<file path="config.mk">
export PLATFORM = sky130hd
export DESIGN_NAME = product_loader_flat
export DESIGN_NICKNAME = d
export VERILOG_FILES = /design/src/rtl/product_loader_pkg.sv /design/src/rtl/product_loader_if.sv /design/src/rtl/mul_f32.sv /design/src/rtl/product_loader_elem_mul32.sv /design/src/rtl/product_loader.sv /design/src/flat_wrapper.sv
export SDC_FILE = /design/constraint.sdc
export NUM_CORES = 2
export LEC_CHECK = 0
export ABC_CLOCK_PERIOD_IN_PS = 21400
export BUFFER_PORTS_ARGS = -buffer_cell sky130_fd_sc_hd__buf_4
export CORE_AREA = 2 2 267 269
export DETAILED_ROUTE_END_ITERATION = 7
export DIE_AREA = 0 0 269 271
export PLACE_DENSITY_LB_ADDON = 0.25
export SLEW_MARGIN = 20
export SYNTH_ARGS = -nofsm -noshare
export SYNTH_HDL_FRONTEND = slang
export SYNTH_HIERARCHICAL = 1
export SYNTH_SLANG_ARGS = --single-unit
</file>
<file path="constraint.sdc">
create_clock -name clk -period 21.4 [get_ports clk]
set_input_delay 1.07 -clock clk [delete_from_list [all_inputs] [get_ports clk]]
set_output_delay 1.07 -clock clk [all_outputs]
set_load 0.005 [all_outputs]
</file>
<file path="src/rtl/product_loader_pkg.sv">
// Shared types and constants for the product loader.
// Dot-product feeder in front of the chunked accumulator.
package product_loader_pkg;

   localparam int VARWIDTH = 32;

   // FLOAT parameter values
   localparam bit FLOAT_INT  = 1'b0;
   localparam bit FLOAT_IEEE = 1'b1;

   typedef logic [VARWIDTH-1:0] word_t;

   typedef enum logic [1:0] {
      FILL   = 2'd0,
      ARM    = 2'd1,
      RUN    = 2'd2,
      RESULT = 2'd3
   } state_e;

endpackage

</file>
<file path="src/rtl/product_loader_if.sv">
// Pair stream, accumulator pins and result stream of the loader.
// slave = the loader itself, master = its environment.
interface product_loader_if
   import product_loader_pkg::*;
#(
   parameter int WIDTH = 16
) ();

   logic                      in_valid;
   logic                      in_ready;
   word_t                     in_data;
   word_t                     in_wt;
   logic                      in_last;
   logic                      acc_en;
   logic                      acc_rst;
   logic                      acc_pre;
   logic [VARWIDTH*WIDTH-1:0] acc_vals;
   logic                      acc_rdy;
   word_t                     acc_sum;
   logic                      res_valid;
   logic                      res_ready;
   word_t                     res_data;

   modport slave (
      input  in_valid, in_data, in_wt, in_last,
      input  acc_rdy, acc_sum, res_ready,
      output in_ready, acc_en, acc_rst, acc_pre,
      output acc_vals, res_valid, res_data
   );

   modport master (
      output in_valid, in_data, in_wt, in_last,
      output acc_rdy, acc_sum, res_ready,
      input  in_ready, acc_en, acc_rst, acc_pre,
      input  acc_vals, res_valid, res_data
   );

endinterface

</file>
<file path="src/rtl/mul_f32.sv">
// IEEE-754 single multiply, round to nearest even.
// Denormal inputs/results flush to zero; exp=255 inputs give infinity.
module mul_f32
   import product_loader_pkg::*;
(
   input  word_t a_i,
   input  word_t b_i,
   output word_t p_o
);

   logic        sgn;
   logic [47:0] mprod;
   logic [22:0] man;
   logic        grd;
   logic        stk;
   logic [9:0]  exp;
   logic [23:0] rnd;

   always_comb begin
      sgn   = a_i[31] ^ b_i[31];
      mprod = {24'b0, 1'b1, a_i[22:0]} * {24'b0, 1'b1, b_i[22:0]};
      exp   = {2'b0, a_i[30:23]} + {2'b0, b_i[30:23]} - 10'd127;
      man   = mprod[45:23];
      grd   = mprod[22];
      stk   = |mprod[21:0];
      if (mprod[47]) begin
         man = mprod[46:24];
         grd = mprod[23];
         stk = |mprod[22:0];
         exp = exp + 10'd1;
      end
      rnd = {1'b0, man} + {23'b0, grd & (stk | man[0])};
      man = rnd[22:0];
      exp = exp + {9'b0, rnd[23]};
      // exp bit 9 set means the biased exponent went negative
      if (a_i[30:23] == 8'd0 || b_i[30:23] == 8'd0)
         p_o = {sgn, 31'b0};
      else if (a_i[30:23] == 8'hFF || b_i[30:23] == 8'hFF)
         p_o = {sgn, 8'hFF, 23'b0};
      else if (exp[9] || exp == 10'd0)
         p_o = {sgn, 31'b0};
      else if (exp >= 10'd255)
         p_o = {sgn, 8'hFF, 23'b0};
      else
         p_o = {sgn, exp[7:0], man};
   end

endmodule

</file>
<file path="src/rtl/product_loader_elem_mul32.sv">
// One 32x32 element multiply: float via mul_f32, else
// signed integer keeping the low 32 bits.
module elem_mul32
   import product_loader_pkg::*;
#(
   parameter bit FLOAT = FLOAT_INT
) (
   input  word_t a_i,
   input  word_t b_i,
   output word_t prod_o
);

   generate
      if (FLOAT == FLOAT_IEEE) begin : g_flt
         mul_f32 u_mul (
            .a_i (a_i),
            .b_i (b_i),
            .p_o (prod_o)
         );
      end else begin : g_int
         // low half of a signed product equals the unsigned one
         assign prod_o = a_i * b_i;
      end
   endgenerate

endmodule

</file>
<file path="src/rtl/product_loader.sv">
// Packs pair products into WIDTH-slot chunks, sequences the
// accumulator over chained chunks and returns one result per dot product.
module product_loader
   import product_loader_pkg::*;
#(
   parameter bit FLOAT = FLOAT_INT,
   parameter int WIDTH = 16
) (
   input logic            clk,
   input logic            rst,
   product_loader_if.slave bus
);

   localparam int IW = $clog2(WIDTH) + 1;

   state_e          state_q;
   word_t           slot_q [WIDTH];
   logic [IW-1:0]   idx_q;
   logic            first_q;
   logic            last_q;
   logic            run1_q;
   logic            in_ready_q;
   logic            acc_en_q;
   logic            acc_rst_q;
   logic            acc_pre_q;
   logic            res_valid_q;
   word_t           res_data_q;

   word_t           prod;
   logic            accept;
   logic            full;

   elem_mul32 #(.FLOAT(FLOAT)) u_mul (
      .a_i    (bus.in_data),
      .b_i    (bus.in_wt),
      .prod_o (prod)
   );

   assign accept = bus.in_valid & in_ready_q;
   assign full   = (idx_q == IW'(WIDTH - 1));

   always_ff @(posedge clk) begin
      if (rst) begin
         state_q     <= FILL;
         idx_q       <= '0;
         first_q     <= 1'b1;
         last_q      <= 1'b0;
         run1_q      <= 1'b0;
         in_ready_q  <= 1'b0;
         acc_en_q    <= 1'b0;
         acc_rst_q   <= 1'b1;
         acc_pre_q   <= 1'b0;
         res_valid_q <= 1'b0;
         res_data_q  <= '0;
         for (int k = 0; k < WIDTH; k++) slot_q[k] <= '0;
      end else begin
         unique case (state_q)
            FILL: begin
               acc_rst_q  <= 1'b0;
               in_ready_q <= 1'b1;
               if (accept) begin
                  slot_q[idx_q[IW-2:0]] <= prod;
                  idx_q <= idx_q + 1'b1;
                  if (full || bus.in_last) begin
                     last_q     <= bus.in_last;
                     in_ready_q <= 1'b0;
                     acc_rst_q  <= 1'b1;
                     acc_pre_q  <= ~first_q;
                     state_q    <= ARM;
                  end
               end
            end
            ARM: begin
               acc_rst_q <= 1'b0;
               acc_pre_q <= 1'b0;
               acc_en_q  <= 1'b1;
               run1_q    <= 1'b1;
               state_q   <= RUN;
            end
            RUN: begin
               // rdy left over from the previous chunk is masked by run1_q
               run1_q <= 1'b0;
               if (bus.acc_rdy && !run1_q) begin
                  acc_en_q <= 1'b0;
                  for (int k = 0; k < WIDTH; k++) slot_q[k] <= '0;
                  if (last_q) begin
                     res_data_q  <= bus.acc_sum;
                     res_valid_q <= 1'b1;
                     state_q     <= RESULT;
                  end else begin
                     first_q    <= 1'b0;
                     idx_q      <= '0;
                     in_ready_q <= 1'b1;
                     state_q    <= FILL;
                  end
               end
            end
            RESULT: begin
               if (bus.res_ready) begin
                  res_valid_q <= 1'b0;
                  first_q     <= 1'b1;
                  idx_q       <= '0;
                  in_ready_q  <= 1'b1;
                  state_q     <= FILL;
               end
            end
         endcase
      end
   end

   generate
      for (genvar k = 0; k < WIDTH; k++) begin : g_vals
         assign bus.acc_vals[VARWIDTH*k +: VARWIDTH] = slot_q[k];
      end
   endgenerate

   assign bus.in_ready  = in_ready_q;
   assign bus.acc_en    = acc_en_q;
   assign bus.acc_rst   = acc_rst_q;
   assign bus.acc_pre   = acc_pre_q;
   assign bus.res_valid = res_valid_q;
   assign bus.res_data  = res_data_q;

endmodule
</file>
<file path="src/flat_wrapper.sv">
// flat-port wrapper written by rule: the top's interface ports become plain ports
module product_loader_flat import product_loader_pkg::*;
#(
   parameter bit FLOAT = FLOAT_INT,
   parameter int WIDTH = 16
)
  (clk, rst, bus_in_valid, bus_in_data, bus_in_wt, bus_in_last, bus_acc_rdy, bus_acc_sum, bus_res_ready, bus_in_ready, bus_acc_en, bus_acc_rst, bus_acc_pre, bus_acc_vals, bus_res_valid, bus_res_data);
  product_loader_if #(.WIDTH(WIDTH)) bus_i ();
  input logic clk;
  input logic rst;
  input wire logic [$bits(bus_i.in_valid)-1:0] bus_in_valid;
  input wire logic [$bits(bus_i.in_data)-1:0] bus_in_data;
  input wire logic [$bits(bus_i.in_wt)-1:0] bus_in_wt;
  input wire logic [$bits(bus_i.in_last)-1:0] bus_in_last;
  input wire logic [$bits(bus_i.acc_rdy)-1:0] bus_acc_rdy;
  input wire logic [$bits(bus_i.acc_sum)-1:0] bus_acc_sum;
  input wire logic [$bits(bus_i.res_ready)-1:0] bus_res_ready;
  output wire logic [$bits(bus_i.in_ready)-1:0] bus_in_ready;
  output wire logic [$bits(bus_i.acc_en)-1:0] bus_acc_en;
  output wire logic [$bits(bus_i.acc_rst)-1:0] bus_acc_rst;
  output wire logic [$bits(bus_i.acc_pre)-1:0] bus_acc_pre;
  output wire logic [$bits(bus_i.acc_vals)-1:0] bus_acc_vals;
  output wire logic [$bits(bus_i.res_valid)-1:0] bus_res_valid;
  output wire logic [$bits(bus_i.res_data)-1:0] bus_res_data;
  assign bus_i.in_valid = bus_in_valid;
  assign bus_i.in_data = bus_in_data;
  assign bus_i.in_wt = bus_in_wt;
  assign bus_i.in_last = bus_in_last;
  assign bus_i.acc_rdy = bus_acc_rdy;
  assign bus_i.acc_sum = bus_acc_sum;
  assign bus_i.res_ready = bus_res_ready;
  assign bus_in_ready = bus_i.in_ready;
  assign bus_acc_en = bus_i.acc_en;
  assign bus_acc_rst = bus_i.acc_rst;
  assign bus_acc_pre = bus_i.acc_pre;
  assign bus_acc_vals = bus_i.acc_vals;
  assign bus_res_valid = bus_i.res_valid;
  assign bus_res_data = bus_i.res_data;
  product_loader #(.FLOAT(FLOAT), .WIDTH(WIDTH)) u_core (.clk(clk), .rst(rst), .bus(bus_i));
endmodule
</file>
After elaboration in Yosys (flattened, before gate mapping) --
Memory sizes are Yosys's and may differ from the RTL's. Cells that the tools add are included.
Word-level totals: register bits 47, memory bits (writable) 512, bits of input ports 102, output and inout bits 549, logic and storage cells 122, memories kept 1
Cells by class: add/subtract/negate cells 1, $mul 1, equal/unequal tests 10, mux-type cells 62, bitwise operators 18, reduce and logical (&&, ||, !) cells 18
Memories:
- u_core.slot_q | depth 16, width 32, read ports 16, clocked after Yosys merged registers in 0, wr ports 16, line product_loader.sv:17 | word_t slot_q [WIDTH];
Operators with widths (count):
- $mux W32 | 17
- $mul A32 B32 Y32 | 1
- $reduce_or A32 Y1 | 1
- $mux W1 | 26
- $mux W5 | 4
- $or A1 B1 Y1 | 16
- $reduce_and A4 Y1 | 4
- $pmux W5 S3 | 1
- $pmux W1 S2 | 6
- $mux W2 | 5
- $reduce_and A3 Y1 | 3
- $ne A2 B1 Y1 const B | 4
- $pmux W2 S4 | 1
- $reduce_bool A2 Y1 | 3
- $add A5 B1 Y5 const B | 1
- $eq A5 B4 Y1 const B | 1
- $reduce_and A5 Y1 | 1
- $eq A2 B2 Y1 const B | 2
- $mux W4 | 1
- $ne A2 B2 Y1 const B | 2
- $pmux W1 S3 | 1
- $reduce_bool A3 Y1 | 1
- $eq A2 B1 Y1 const B | 1
- $logic_not A2 Y1 | 1
- 6 further kinds | 6

Depth between registers and ports, before layout --
word-level depth 8, depth in mapped cells 28, mapped depth without buffers 25

Modules after synthesis --
The synthesis kept the hierarchy.
Modules (own cells, without submodules):
- product_loader | times used 1, cells each 1390, area each 21146.5 um2, seq. area each 16315.6 um2
- elem_mul32 | times used 1, cells each 1709, area each 15752.6 um2, seq. area each 0.0 um2

Least setup slack after synthesis --
Ideal clock, no wire load.
kind input to register, from input port bus_in_data[13], to memory u_core/slot_q[13][31] (netlist name), data pin, arrival 7.580 ns, path slack 13.688 ns, stages 24, buffers on the path 3, path through clkbuf_1 > clkbuf_1 > nand2_1 > fa_1 > fa_1 > fa_1 > inv_1 > fa_1 > inv_1 > fa_1 > inv_1 > fa_1 > fa_1 > fa_1 > ha_1 > nand3_1 > a211oi_1 > a311oi_1 > a31oi_1 > nand3_1 > o21ai_0 > xor2_1 > clkbuf_1 > and2_1
RTL lines:
- from (decl) | line flat_wrapper.sv:12 | input wire logic [$bits(bus_i.in_data)-1:0] bus_in_data;
- to (decl) | line product_loader.sv:17

==> results_dict.tcl <==
set metrics [dict create \
    path_cells "buf_4 -> and2_1 -> fa_1 -> inv_1 -> fa_1 -> fa_1 -> fa_1 -> inv_1 -> fa_1 -> inv_1 -> fa_1 -> inv_1 -> fa_1 -> fa_1 -> ha_1 -> and3_1 -> o2111ai_1 -> a31oi_1 -> nand3_1 -> o21ai_0 -> xor2_2 -> and2_1" \
    grt_pass1_wl_mm 162 \
    critPathMaxFanout 30 \
    start_kind "input pin" \
    status "finished, final reports clean" \
    finalCritPeriodShare_pct 36.3 \
    clock_path_buffers 3 \
    synthMuxAreaShare_pct 0.0814 \
    ys_top_cells_by_area "edfxtp_1 42%, fa_1 22%, and2_1 15%, ha_1 4.5%, inv_1 3.8%" \
    htreeDepth 2 \
    synthSimpleGateAreaFrac_pct 18.5 \
    netlist_area_sq_mm 0.0369 \
    synth_top_cell_area_share_pct 41.7 \
    rows 97 \
    ioPinCount 651 \
    cp_data_required_time_ns 21.86 \
    design.die.area_sq_mm 0.0729 \
    synth_top_family_by_area "adder cells" \
    synth_top_cell_by_area "edfxtp_1" \
    ys_seq_area_share_pct 44.2 \
    coreArea_sq_mm 0.0698 \
    dr.pass1.iters 5 \
    setup_viol 0 \
    synth_ff_type "edfxtp_1" \
    fmax_mhz 129 \
    cts_buffers 54 \
    drc 0 \
    cts_setup_buffers 0 \
    final_nets 4321 \
    synthAdderAreaFrac_pct 26.6 \
    insertion_delay_ns 0.63 \
    synth-xor-area-share_pct 2.10 \
    vias_per_cell 5.26 \
    track_usage_pct 30.4 \
    min_period_ns 7.76 \
    synth_edf_count 512 \
    postLayoutCellArea_sq_mm 0.0449 \
    die_y_um 271 \
    io_buffers 650 \
    clk_pin_slew_ns 0.06 \
    drtAntennaViolNets 0 \
    gp_congestion 0.900 \
    cp.arrival_ns 8.22 \
    wl_per_cell_um 23.8 \
    placed_area_sq_mm 0.0430 \
    cp_slowest_cell "xor2_2" \
    critPathMostFrequentCell "fa_1" \
    syn_nets 3742 \
    grt_max_degree 52 \
    first_iter_violations 1933 \
    yosysUniqueCellTypes 58 \
    fin_setup_tns_ns 0 \
    rsz0062_at_grt "no" \
    grt_pass1_vias 25000 \
    numClockSinks 559 \
    yosys_warnings 6 \
    initial_utilization_pct 52.9 \
    drive_gt1_share_pct 22.6 \
    post-dp-hpwl_mm 82.3 \
    ctsHoldBuffers 0 \
    syn_avg_cell_area_sq_um 11.9 \
    syn2layout_area_growth_pct 21.7 \
    n_fill_cell 5355 \
    tightest_slew_ns 1.08 \
    wirelength_mm 111 \
    synth_common_cells "880 x and2_1, 512 x edfxtp_1, 408 x fa_1" \
    ff2ff_setup_slack_ns 17.86 \
    cts_resized 0 \
    antenna_found_initial 6 \
    die_w_um 269 \
    ys_seq_elements 559 \
    cts-root-buf "clkbuf_16" \
    finalHoldViolCount 0 \
    synthArstFlopShare_pct 0 \
    maxCapViolCount 0 \
    netlist_instances 3099 \
    synth_compound_area_share_pct 2.69 \
    dr_total_vias 24600 \
    end_kind "flop" \
    synth_most_common_cell "and2_1" \
    finalClockSkew_ns 0.0517 \
    critPathKind "in2reg" \
    max-slew-margin-rel_pct 28.1 \
    min_path_type "reg2reg" \
    slowest_delay_ns 0.56 \
    slew_violations 0 \
    tritoncts "done" \
    overflow 0 \
]
-- per-stage QoR --
| stage | utilization, % | hold WS [ns] | setup WS (ns) | cells |
|---|---|---|---|---|
| after floorplan | - | 0.439 | 13.69 | 3099 |
| after global placement | 61.5 | 0.442 | 13.10 | 4558 |
| after detailed placement | 61.6 | 0.447 | 12.98 | 4560 |
| after CTS | 64.2 | 0.456 | 13.62 | 4662 |
| after global routing | 64.3 | 0.469 | 13.28 | 4665 |
| final | 64.3 | 0.456 | 13.64 | 4666 |
-- sequential cells by signal, indices dropped and copies added (netlist names), 2 cells and up --
signal               flops
u_core/bus.res_data     32
u_core/state_q           2
u_core/slot_q          512
u_core/idx_q             5
-- worst max-delay path: cells and delay by family --
family                   cells  cell delay [ns]
adder cells (fa/ha/maj)      9             4.37
buffers and inverters        5             0.40
AND/OR/NAND/NOR              4             0.83
XOR/XNOR                     1             0.56
AO/OA/AOI/OAI                3             0.96
-- per-layer routing --
layer | vias up | track usage, % | wire length, um
met4 | 0 | 12.7 | 5070
li1 | 10900 | - | -
met1 | 12500 | 38.6 | 42700
met2 | 979 | 52.3 | 56100
met5 | - | 0 | 0
met3 | 221 | 3.90 | 7130
-- cells by family (layout without fill, tap and decap cells) --
kind of cell             Yosys count  in the layout
multiplexers                       3              3
buffers and inverters            550           1175
AO/OA/AOI/OAI                    156            156
other                              0              2
flip-flops                       559            559
AND/OR/NAND/NOR                 1204           1204
adder cells (fa/ha/maj)          541            541
XOR/XNOR                          86             86
-- final timing paths --
path	end	depth (start not counted)	start
worst max-delay path	u_core/slot_q[12][31]	22	bus_in_wt[2]
worst min-delay path	u_core/bus.res_data[31]	2	u_core/bus.res_data[31]
worst max register to register	u_core/slot_q[1][25]	6	u_core/state_q[1]
worst min register to register	u_core/bus.res_data[31]	2	u_core/bus.res_data[31]
-- cells in the final DEF (no fill, tap or decap), types with 4 or more instances in the layout --
cell,count
and2_1,880
buf_4,699
edfxtp_1,512
fa_1,408
inv_1,370
nand2_1,250
ha_1,133
a21oi_1,68
clkbuf_16,54
xnor2_1,52
dfxtp_1,47
nor2_1,18
xor2_1,18
a21o_1,16
o21ai_4,12
nor2_2,12
o21ai_0,12
clkbuf_1,11
clkinv_1,11
clkinv_2,10
xnor2_2,9
bufinv_16,8
nand3_1,8
a31oi_1,7
nand2b_1,6
o21bai_1,6
a211oi_1,5
and3_1,4
nor3_4,4
nor3_1,4
buf_16,4
xor2_2,4
-- layout make-up --
type | count | area [sq um] | share of cell area [%]
inverters | 370 | 1390 | 3.09
well taps | 940 | 1180 | 2.62
diodes | 2 | 5.00 | 0.0111
multi-input cells | 1990 | 18800 | 41.9
clock inverters | 37 | 443 | 0.986
flip-flops and latches | 559 | 16300 | 36.3
clock buffers | 65 | 1390 | 3.10
repair buffers | 703 | 5360 | 11.9
Power is left out: the tool's default activity adds up to more than one toggle a clock period on the data nets, which glitch-free logic cannot reach.
